==> src/rtl/tcb_htif_pkg.sv <==
// Shared types and constants for the TCB HTIF mailbox controller.
package tcb_htif_pkg;

  typedef enum logic [1:0] {
    ST_IDLE = 2'd0,
    ST_LOW  = 2'd1,
    ST_HALT = 2'd2
  } htif_state_t;

  localparam logic [7:0] DEV_EXIT = 8'd0;
  localparam logic [7:0] DEV_CON  = 8'd1;
  localparam logic [7:0] CMD_PUTC = 8'd1;

  // byte offsets of the low/high words inside each 64-bit mailbox
  localparam logic [31:0] OFS_LO = 32'd0;
  localparam logic [31:0] OFS_HI = 32'd4;

  localparam logic [1:0]  SIZE_WORD     = 2'd2;
  localparam logic [31:0] FH_CON_ACK_HI = 32'h0101_0000;

endpackage

==> src/rtl/tcb_htif_fifo.sv <==
// Synchronous FIFO for the console byte stream; output is valid the cycle
// after a push (no fall-through) and reads as zero while empty.
module tcb_htif_fifo #(
  parameter int unsigned WIDTH = 8,
  parameter int unsigned DEPTH = 8
) (
  input  logic             clk,
  input  logic             rst,
  input  logic             push,
  input  logic [WIDTH-1:0] push_dat,
  input  logic             pop,
  output logic [WIDTH-1:0] pop_dat,
  output logic             full,
  output logic             empty
);

  localparam int unsigned AW = $clog2(DEPTH);
  localparam logic [AW:0] PTR_ONE = (AW+1)'(1);

  logic [WIDTH-1:0] mem [DEPTH];
  logic [AW:0]      wr_ptr_reg;
  logic [AW:0]      rd_ptr_reg;
  logic             do_push;
  logic             do_pop;

  // extra MSB on each pointer tells a full ring from an empty one
  assign empty   = (wr_ptr_reg == rd_ptr_reg);
  assign full    = (wr_ptr_reg[AW] != rd_ptr_reg[AW]) &&
                   (wr_ptr_reg[AW-1:0] == rd_ptr_reg[AW-1:0]);
  assign do_push = push & ~full;
  assign do_pop  = pop & ~empty;
  assign pop_dat = empty ? '0 : mem[rd_ptr_reg[AW-1:0]];

  always_ff @(posedge clk) begin
    if (do_push) begin
      mem[wr_ptr_reg[AW-1:0]] <= push_dat;
    end
  end

  always_ff @(posedge clk or posedge rst) begin
    if (rst) begin
      wr_ptr_reg <= '0;
      rd_ptr_reg <= '0;
    end else begin
      if (do_push) wr_ptr_reg <= wr_ptr_reg + PTR_ONE;
      if (do_pop)  rd_ptr_reg <= rd_ptr_reg + PTR_ONE;
    end
  end

endmodule

==> src/rtl/tcb_htif_ctl.sv <==
// HTIF tohost/fromhost mailbox subordinate on the TCB bus: exit -> sticky halt,
// putchar -> console FIFO, plus a cycle watchdog. Console path needs HTIF_CONSOLE_EN.
module tcb_htif_ctl
  import tcb_htif_pkg::*;
#(
  parameter int unsigned XLEN         = 32,
  parameter logic [31:0] ADR_TOHOST   = 32'h8000_1000,
  parameter logic [31:0] ADR_FROMHOST = 32'h8000_1040,
  parameter int unsigned FIFO_DEP     = 8,
  parameter int unsigned TIMEOUT      = 20000
) (
  input  logic            clk,
  input  logic            rst,
  input  logic            tcb_vld,
  input  logic            tcb_wen,
  input  logic [XLEN-1:0] tcb_adr,
  input  logic [2:0]      tcb_fn3,
  input  logic [XLEN-1:0] tcb_wdt,
  output logic [XLEN-1:0] tcb_rdt,
  output logic            tcb_err,
  output logic            tcb_rdy,
  output logic            halt,
  output logic [30:0]     exit_code,
  output logic            timeout,
  output logic            con_vld,
  output logic [7:0]      con_dat,
  input  logic            con_rdy
);

  localparam logic [31:0] A_TH_LO   = ADR_TOHOST + OFS_LO;
  localparam logic [31:0] A_TH_HI   = ADR_TOHOST + OFS_HI;
  localparam logic [31:0] A_FH_LO   = ADR_FROMHOST + OFS_LO;
  localparam logic [31:0] A_FH_HI   = ADR_FROMHOST + OFS_HI;
  localparam logic [31:0] TIMEOUT_W = 32'(TIMEOUT);

  htif_state_t state_reg, state_next;
  logic [31:0] lo_reg, hi_reg, fh_lo_reg, fh_hi_reg;
  logic [30:0] exit_code_reg;
  logic [31:0] rdt_reg, rd_mux;
  logic        err_reg;
  logic [31:0] wdog_cnt_reg;
  logic        timeout_reg;

  logic hit_th_lo, hit_th_hi, hit_fh_lo, hit_fh_hi;
  logic acc_ok, xfer, wr_ok;
  logic is_exit_cmd, is_con_cmd;
  logic commit_req, con_req, commit;

  assign hit_th_lo = (tcb_adr == A_TH_LO);
  assign hit_th_hi = (tcb_adr == A_TH_HI);
  assign hit_fh_lo = (tcb_adr == A_FH_LO);
  assign hit_fh_hi = (tcb_adr == A_FH_HI);
  assign acc_ok    = (tcb_fn3[1:0] == SIZE_WORD) &
                     (hit_th_lo | hit_th_hi | hit_fh_lo | hit_fh_hi);

  assign is_exit_cmd = (tcb_wdt[31:24] == DEV_EXIT) & lo_reg[0];
  assign is_con_cmd  = (tcb_wdt[31:24] == DEV_CON) & (tcb_wdt[23:16] == CMD_PUTC);

  // commit_req is evaluated before ready so a full FIFO can stall only putchar
  assign commit_req = tcb_vld & tcb_wen & acc_ok & hit_th_hi & (state_reg == ST_LOW);
  assign con_req    = commit_req & is_con_cmd;
  assign xfer       = tcb_vld & tcb_rdy;
  assign wr_ok      = xfer & tcb_wen & acc_ok;
  assign commit     = commit_req & tcb_rdy;

  always_comb begin
    rd_mux = '0;
    if (hit_th_lo)      rd_mux = lo_reg;
    else if (hit_th_hi) rd_mux = hi_reg;
    else if (hit_fh_lo) rd_mux = fh_lo_reg;
    else if (hit_fh_hi) rd_mux = fh_hi_reg;
  end

  always_ff @(posedge clk or posedge rst) begin
    if (rst) state_reg <= ST_IDLE;
    else     state_reg <= state_next;
  end

  always_comb begin
    state_next = state_reg;
    unique case (state_reg)
      ST_IDLE: if (wr_ok && hit_th_lo) state_next = ST_LOW;
      ST_LOW:  if (commit) state_next = is_exit_cmd ? ST_HALT : ST_IDLE;
      ST_HALT: state_next = ST_HALT;
      default: state_next = ST_IDLE;
    endcase
  end

  always_ff @(posedge clk or posedge rst) begin
    if (rst) begin
      lo_reg        <= '0;
      hi_reg        <= '0;
      fh_lo_reg     <= '0;
      fh_hi_reg     <= '0;
      exit_code_reg <= '0;
      rdt_reg       <= '0;
      err_reg       <= 1'b0;
    end else begin
      if (wr_ok && hit_th_lo) lo_reg    <= tcb_wdt;
      if (wr_ok && hit_th_hi) hi_reg    <= tcb_wdt;
      if (wr_ok && hit_fh_lo) fh_lo_reg <= tcb_wdt;
      if (wr_ok && hit_fh_hi) fh_hi_reg <= tcb_wdt;
      if (commit && is_con_cmd) begin
        fh_lo_reg <= '0;
        fh_hi_reg <= FH_CON_ACK_HI;
      end
      if (commit && is_exit_cmd) exit_code_reg <= lo_reg[31:1];
      // response registers hold their value between transfers
      if (xfer) begin
        err_reg <= ~acc_ok;
        rdt_reg <= (acc_ok && !tcb_wen) ? rd_mux : '0;
      end
    end
  end

  // counter freezes once expired; with TIMEOUT=0 it just free-runs
  always_ff @(posedge clk or posedge rst) begin
    if (rst) begin
      wdog_cnt_reg <= '0;
      timeout_reg  <= 1'b0;
    end else if (!timeout_reg) begin
      wdog_cnt_reg <= wdog_cnt_reg + 32'd1;
      if ((TIMEOUT_W != 32'd0) && (wdog_cnt_reg + 32'd1 == TIMEOUT_W)) timeout_reg <= 1'b1;
    end
  end

  assign tcb_rdt   = rdt_reg;
  assign tcb_err   = err_reg;
  assign halt      = (state_reg == ST_HALT);
  assign exit_code = exit_code_reg;
  assign timeout   = timeout_reg;

  logic unused_fn3;
  assign unused_fn3 = tcb_fn3[2];

`ifdef HTIF_CONSOLE_EN
  logic fifo_full, fifo_empty;

  assign tcb_rdy = ~(con_req & fifo_full);
  assign con_vld = ~fifo_empty;

  tcb_htif_fifo #(
    .WIDTH (8),
    .DEPTH (FIFO_DEP)
  ) u_con_fifo (
    .clk      (clk),
    .rst      (rst),
    .push     (commit & is_con_cmd),
    .push_dat (lo_reg[7:0]),
    .pop      (con_rdy),
    .pop_dat  (con_dat),
    .full     (fifo_full),
    .empty    (fifo_empty)
  );
`else
  logic unused_con;
  assign unused_con = ^{con_rdy, con_req, 32'(FIFO_DEP)};
  assign tcb_rdy    = 1'b1;
  assign con_vld    = 1'b0;
  assign con_dat    = 8'h00;
`endif

endmodule

==> config.mk <==
export PLATFORM = sky130hd
export DESIGN_NAME = tcb_htif_ctl
export DESIGN_NICKNAME = d
export VERILOG_FILES = /design/src/rtl/tcb_htif_pkg.sv /design/src/rtl/tcb_htif_fifo.sv /design/src/rtl/tcb_htif_ctl.sv
export SDC_FILE = /design/constraint.sdc
export NUM_CORES = 1
export LEC_CHECK = 0
export BUFFER_PORTS_ARGS = -buffer_cell sky130_fd_sc_hd__buf_2
export CAP_MARGIN = 30
export CELL_PAD_IN_SITES_DETAIL_PLACEMENT = 1
export CELL_PAD_IN_SITES_GLOBAL_PLACEMENT = 1
export CORE_MARGIN = 1.5
export CORE_UTILIZATION = 45
export CTS_BUF_LIST = sky130_fd_sc_hd__clkbuf_4 sky130_fd_sc_hd__clkbuf_8
export CTS_CLUSTER_SIZE = 28
export DETAILED_ROUTE_END_ITERATION = 8
export PLACE_DENSITY_LB_ADDON = 0.1
export SYNTH_ARGS = -nofsm -noshare
export SYNTH_HDL_FRONTEND = slang
export SYNTH_SLANG_ARGS = --single-unit
==> constraint.sdc <==
create_clock -name clk -period 11.75 [get_ports clk]
set_clock_uncertainty 0.05 [all_clocks]
set_input_delay 2.35 -clock clk [delete_from_list [all_inputs] [get_ports clk]]
set_output_delay 2.35 -clock clk [all_outputs]
set_load 0.02 [all_outputs]
==> metrics.txt, run 1 <==
outcome completed; Synth Area in Adders 0.243%; Worst Path Required 12.11 ns; Setup crit start kind input pin; setup violators final 0; Sw Share 22.2%; Hold Vio Cnt, Final 0; main combinational cell family by area after synthesis multiplexers; area fraction of the dominant cell type after synthesis 55.1%; Placer Congestion 0.742; post-synth cell types 54; measured slew at the worst slew-check pin 0.945 ns; synth warn 0; leakage power 0.00590 µW; Max Cap Viol 0; DRT iter0 DRCs 286; wire per inst 19.4 µm; clk_lat worst skew 0.55 ns; final WL 25.3 mm; num ports 148; Slew Viols, Final 0; multi-input logic area 4120 µm²; mean post-synth cell area 12.2 µm²; Post-Syn Area 10300 µm²; number of nets in the layout 1060; R2R depth 7; number of global-route vias before repair 7475; Setup Fix Bufs, Post-CTS 0; Crit Path Max Fanout 34; Clock transition at path regs 0.06 ns; Pwr Density 134 nW/µm²; Post-Route Setup TNS 0 ns; post-synthesis compound-gate area fraction 6.75%; initial antenna violation count 1; antenna-violating nets left 0; antenna fix cells 0; Mapped Cells 847; number of synthesized flops with an enable pin 0; total gr overflow 0; most common cell in the netlist dfrtp_1; Via Count 7061; max incr delay on CP 0.76 ns; Slowest cell on crit path nor3_4; Die Span X 154 µm; met3 Use GR 4.26%; post-synthesis mux area share 19.3%; Synth area leaders dfrtp_1 (55%), mux2_2 (8.5%), mux4_2 (7.0%), inv_1 (2.5%), a22o_1 (2.4%); Post-CTS Hold Buffers 0; first-pass GRT wire length 41.2 mm; Util after Layout 53.8%; commonest cells in the netlist dfrtp_1 (227), mux2_2 (78), inv_1 (69); post-synthesis xor/xnor area fraction 3.32%; Area growth syn-to-layout 17.8%; Initial Utilization 45.6%; ys async rst share 100%; Vias/cell 5.42; fillcell total 2390; Worst Hold Depth 1; detailed-route DRC error count 0; met2 Usage GRT 35.7%; CTS buffer count 40; Reg power frac 48.0%; RSZ-0062 raised after global routing false; CTS Sinks 227; IO buf count 135; crit-path cells buf_2 -> nor4bb_1 -> nand4_1 -> nor4_2 -> nand2_1 -> nor3_4 -> buf_4 -> mux2_2; CTS tree built; fin crit share 47.7%; Worst Path Class, Setup input pin to flop; all-layer global routing usage 21.9%; Clock Tree Root clkbuf_8; Die Area 23800 µm²; htree depth 2; Fmax achieved 178 MHz; busiest metal layer after global routing met2; minimum clock period after layout 5.60 ns; VDD IR-drop max 81.1 µV; placed wire-length estimate 16.3 mm; largest net degree at the start of global routing 104; Synth Area in Simple Gates 9.70%; nature of the critical path endpoint flop; Core Box Area 22600 µm²; Int Power 1270 µW; Clock Path Buffers 3; DRT Pass-1 Iters 4; total power 1630 µW; sequential cell area 5680 µm²; Die Y 154 µm; area leader, netlist dfrtp_1; Clock Power Share 48.7%; Synth Flop Type dfrtp_1; Resized Gates After CTS 0; worst rel slew slack 36.8%; post-synthesis sequential area ratio 55.1%; Sw Pwr 362 µW; GRT met1 Usage 30.4%; # rows 55; Comb power frac 3.3%; Hold WC Path Type flop to flop; Worst EP arrival 5.96 ns; layout cells sized above 1 34.4%; register bit count reported by yosys 227
==> layer usage <==
metal  wire (µm)  share of wire (%)  up-vias
met4         401                1.6        2
met1       11800                 47     3584
met3        1180                4.6       41
li1            -                  -     3246
met5           7              0.028        -
met2       11900                 47      188
==> power groups by stage <==
stage / Combinational [µW] / Clock [µW] / Sequential [µW]
2_1_floorplan: 29.8 / 0 / 796
3_3_place_gp: 55.3 / 0 / 796
3_5_place_dp: 55.1 / 0 / 796
4_1_cts: 55.2 / 817 / 782
5_1_grt: 60.0 / 851 / 781
6_report: 53.5 / 793 / 782
==> worst paths after layout <==
| path | from | endpoint | slack [ns] |
|---|---|---|---|
| hold reg to reg | state_reg[1]$_DFFE_PP0P_ | state_reg[0]$_DFFE_PP0P_ | 0.43 |
| hold / removal | state_reg[1]$_DFFE_PP0P_ | state_reg[0]$_DFFE_PP0P_ | 0.43 |
| min in group asynchronous | rst | wdog_cnt_reg[0]$_DFFE_PP0N_ | 1.89 |
| setup / recovery | tcb_vld | lo_reg[28]$_DFFE_PP0P_ | 6.15 |
| setup reg to reg | wdog_cnt_reg[0]$_DFFE_PP0N_ | timeout$_DFF_PP0_ | 8.97 |
| max in group asynchronous | rst | exit_code[5]$_DFFE_PP0P_ | 7.67 |
==> stage by stage <==
| step | hold WS (ns) | setup WS (ns) | cell area [µm²] | std cells |
|---|---|---|---|---|
| 6_report | 0.425 | 6.15 | 12100 | 1303 |
| 5_1_grt | 0.463 | 5.86 | 12100 | 1303 |
| 4_1_cts | 0.437 | 6.15 | 12100 | 1303 |
| 3_5_place_dp | 0.425 | 5.60 | 11200 | 1229 |
| 3_3_place_gp | 0.418 | 5.58 | 11200 | 1227 |
| 2_1_floorplan | 0.391 | 3.13 | 10300 | 855 |
==> cells by family (layout without fill, tap and decap cells) <==
kind of cell | Yosys count | count (layout)
DFF | 227 | 227
and+or+nand+nor | 200 | 200
muxes | 147 | 147
buffers and inverters | 132 | 295
AOI/OAI and AO/OA | 98 | 98
xor gates and xnor gates | 39 | 39
adders and majority gates | 2 | 2
other | 2 | 10
==> cell type report <==
cell class                 instances  share of cell area, %
clock buffer                      72                   7.29
timing repair buffer             151                   6.68
sequential                       227                   46.8
clock inverter                     2                  0.113
inverter                          70                   2.24
tap                              285                   2.94
multi-input combinational        496                   33.9
==> cells in the final DEF (no fill, tap or decap), types with 3 or more instances in the layout <==
| cell type | synthesis | routed |
|---|---|---|
| dfrtp_1 | 227 | 227 |
| buf_2 | 8 | 135 |
| mux2_2 | 78 | 78 |
| inv_1 | 69 | 68 |
| nand2_1 | 59 | 59 |
| clkbuf_8 | 0 | 55 |
| nor2_1 | 51 | 49 |
| o22ai_1 | 33 | 33 |
| mux4_2 | 32 | 32 |
| a22o_1 | 28 | 28 |
| xor2_1 | 23 | 23 |
| a21oi_1 | 20 | 20 |
| mux2i_1 | 19 | 19 |
| mux2_1 | 18 | 18 |
| nand3_1 | 18 | 17 |
| clkbuf_4 | 0 | 17 |
| xnor2_1 | 16 | 16 |
| nor4_1 | 14 | 14 |
| buf_4 | 12 | 14 |
| nor3_1 | 12 | 11 |
| nand4_1 | 10 | 10 |
| conb_1 | 2 | 10 |
| nor3b_1 | 5 | 5 |
| nor4b_1 | 4 | 4 |
| o21ai_0 | 4 | 4 |
| nand3b_1 | 3 | 3 |
| and4_1 | 3 | 3 |
| and3_1 | 3 | 3 |
| a31oi_1 | 3 | 3 |
| or4_1 | 3 | 3 |
==> worst max-delay path, delay by kind of cell <==
kind | cells | cell delay [ns]
mux | 1 | 0.37
simple gates | 5 | 2.17
buf+inv | 2 | 1.06
Power figures use the tool's default switching activity.
==> run 2, diff against run 1 <==
- clock period: 11.75 -> 5.5 ns (I/O delays scaled with it)
==> metrics.txt, run 2 (synthesis gave the netlist of run 1 again) <==
outcome completed; Crit Path Max Fanout 19; Initial Utilization 45.6%; number of nets in the layout 1065; CTS tree built; Worst EP arrival 3.53 ns; detailed-route DRC error count 0; sequential cell area 5680 µm²; Die Span X 154 µm; Worst Hold Depth 1; WP buf/inv 3; layout cells sized above 1 34.5%; Resized Gates After CTS 0; DP Area 11300 µm²; Hold WC Path Type flop to flop; largest net degree at the start of global routing 143; total power 3490 µW; Via Count 7178; R2R depth 7; measured slew at the worst slew-check pin 0.895 ns; Vias/cell 5.51; crit-path cells buf_2 -> nor4_1 -> nand4_1 -> nor4_2 -> buf_4 -> nand3_1 -> nor2_4 -> buf_12 -> mux2i_1 -> nor2_1; placed wire-length estimate 16.6 mm; R2R Path Start wdog_cnt_reg[0]$_DFFE_PP0N_; clk_lat worst skew 0.53 ns; wire per inst 19.7 µm; IO buf count 135; fillcell total 2400; Worst Path Class, Setup input pin to flop; Post-CTS Hold Buffers 0; reg2reg end timeout$_DFF_PP0_; pre-CTS setup slack 1.77 ns; final WL 25.7 mm; Area growth syn-to-layout 18.2%; first-pass GRT wire length 41.6 mm; Clock transition at path regs 0.06 ns; Post-Route Setup TNS 0 ns; num ports 148; Slew Viols, Final 0; CTS Sinks 227; Placer Congestion 0.754; # rows 55; delay-heaviest family, CP simple AND/OR/NAND/NOR gates; Hold Crit Start hi_reg[13]$_DFFE_PP0P_; Slowest cell on crit path nor2_4; nature of the critical path endpoint flop; worst rel slew slack 40.4%; DRT Pass-1 Iters 4; Setup crit start kind input pin; Clock Path Buffers 3; leakage power 0.00591 µW; setup violators final 0; Setup Fix Bufs, Post-CTS 0; DRT iter0 DRCs 308; htree depth 2; total gr overflow 0; max incr delay on CP 0.55 ns; hold path endpoint hi_reg[13]$_DFFE_PP0P_; Die Y 154 µm; Max Cap Viol 0; Fmax achieved 313 MHz; Clock Tree Root clkbuf_8; all-layer global routing usage 22.3%; post-route cell area 12200 µm²; post-route setup slack 2.31 ns; reg2reg setup slack 2.74 ns; Util after Layout 53.9%; Core Box Area 22600 µm²; initial antenna violation count 1; number of global-route vias before repair 7536; leading cell type in the layout, fill and taps excluded dfrtp_1; most frequent cells in the layout dfrtp_1 (227), buf_2 (135), mux2_2 (78); fin crit share 58.0%; Die Area 23800 µm²; RSZ-0062 raised after global routing false; antenna fix cells 0; antenna-violating nets left 0; VDD IR-drop max 163 µV; Hold Vio Cnt, Final 0; minimum clock period after layout 3.19 ns; Pwr Density 287 nW/µm²; Worst Path Required 5.84 ns; multi-input logic area 4130 µm²; CTS buffer count 41
## run 2: worst max path at each step
| stage | to | slack, ns | from | cells past startpoint |
|---|---|---|---|---|
| 4_1_cts | fh_lo_reg[11]$_DFFE_PP0P_ | 2.30 | tcb_adr[5] | 10 |
| 2_1_floorplan | exit_code[0]$_DFFE_PP0P_ | 1.38 | rst | 1 |
| 6_report | fh_lo_reg[11]$_DFFE_PP0P_ | 2.31 | tcb_adr[5] | 10 |
| 3_3_place_gp | fh_lo_reg[11]$_DFFE_PP0P_ | 1.87 | tcb_adr[5] | 10 |
| 5_1_grt | fh_lo_reg[11]$_DFFE_PP0P_ | 2.13 | tcb_adr[16] | 10 |
| 3_5_place_dp | fh_lo_reg[16]$_DFFE_PP0P_ | 1.77 | tcb_adr[5] | 10 |
## run 2: routing by layer
metal	vias to the layer above	part of all wire [%]	GRT usage, %
li1	3271	-	-
met1	3699	46	31.3
met2	170	48	36.3
met3	36	4.4	3.92
met4	2	1.7	5.86
met5	-	0.027	0
## run 2: layout make-up
class / instances / share of cell area [%]
sequential: 227 / 46.7
multi-input combinational: 496 / 33.9
timing repair buffer: 155 / 6.99
clock inverter: 5 / 0.462
inverter: 70 / 2.20
clock buffer: 65 / 6.89
tap: 285 / 2.93
## run 2: per-stage QoR
| stage | hold slack, ns | instances |
|---|---|---|
| floorplan | 0.391 | 855 |
| global placement | 0.418 | 1233 |
| detailed placement | 0.427 | 1233 |
| CTS | 0.442 | 1303 |
| global route | 0.457 | 1303 |
| finish | 0.437 | 1303 |
## run 2: where the power goes
group	switching [µW]	leakage [µW]	internal, µW
clock	692	0.000470	1010
sequential	0.000000356	0.00315	1670
combinational	83.9	0.00229	32.8
total	776	0.00591	2710
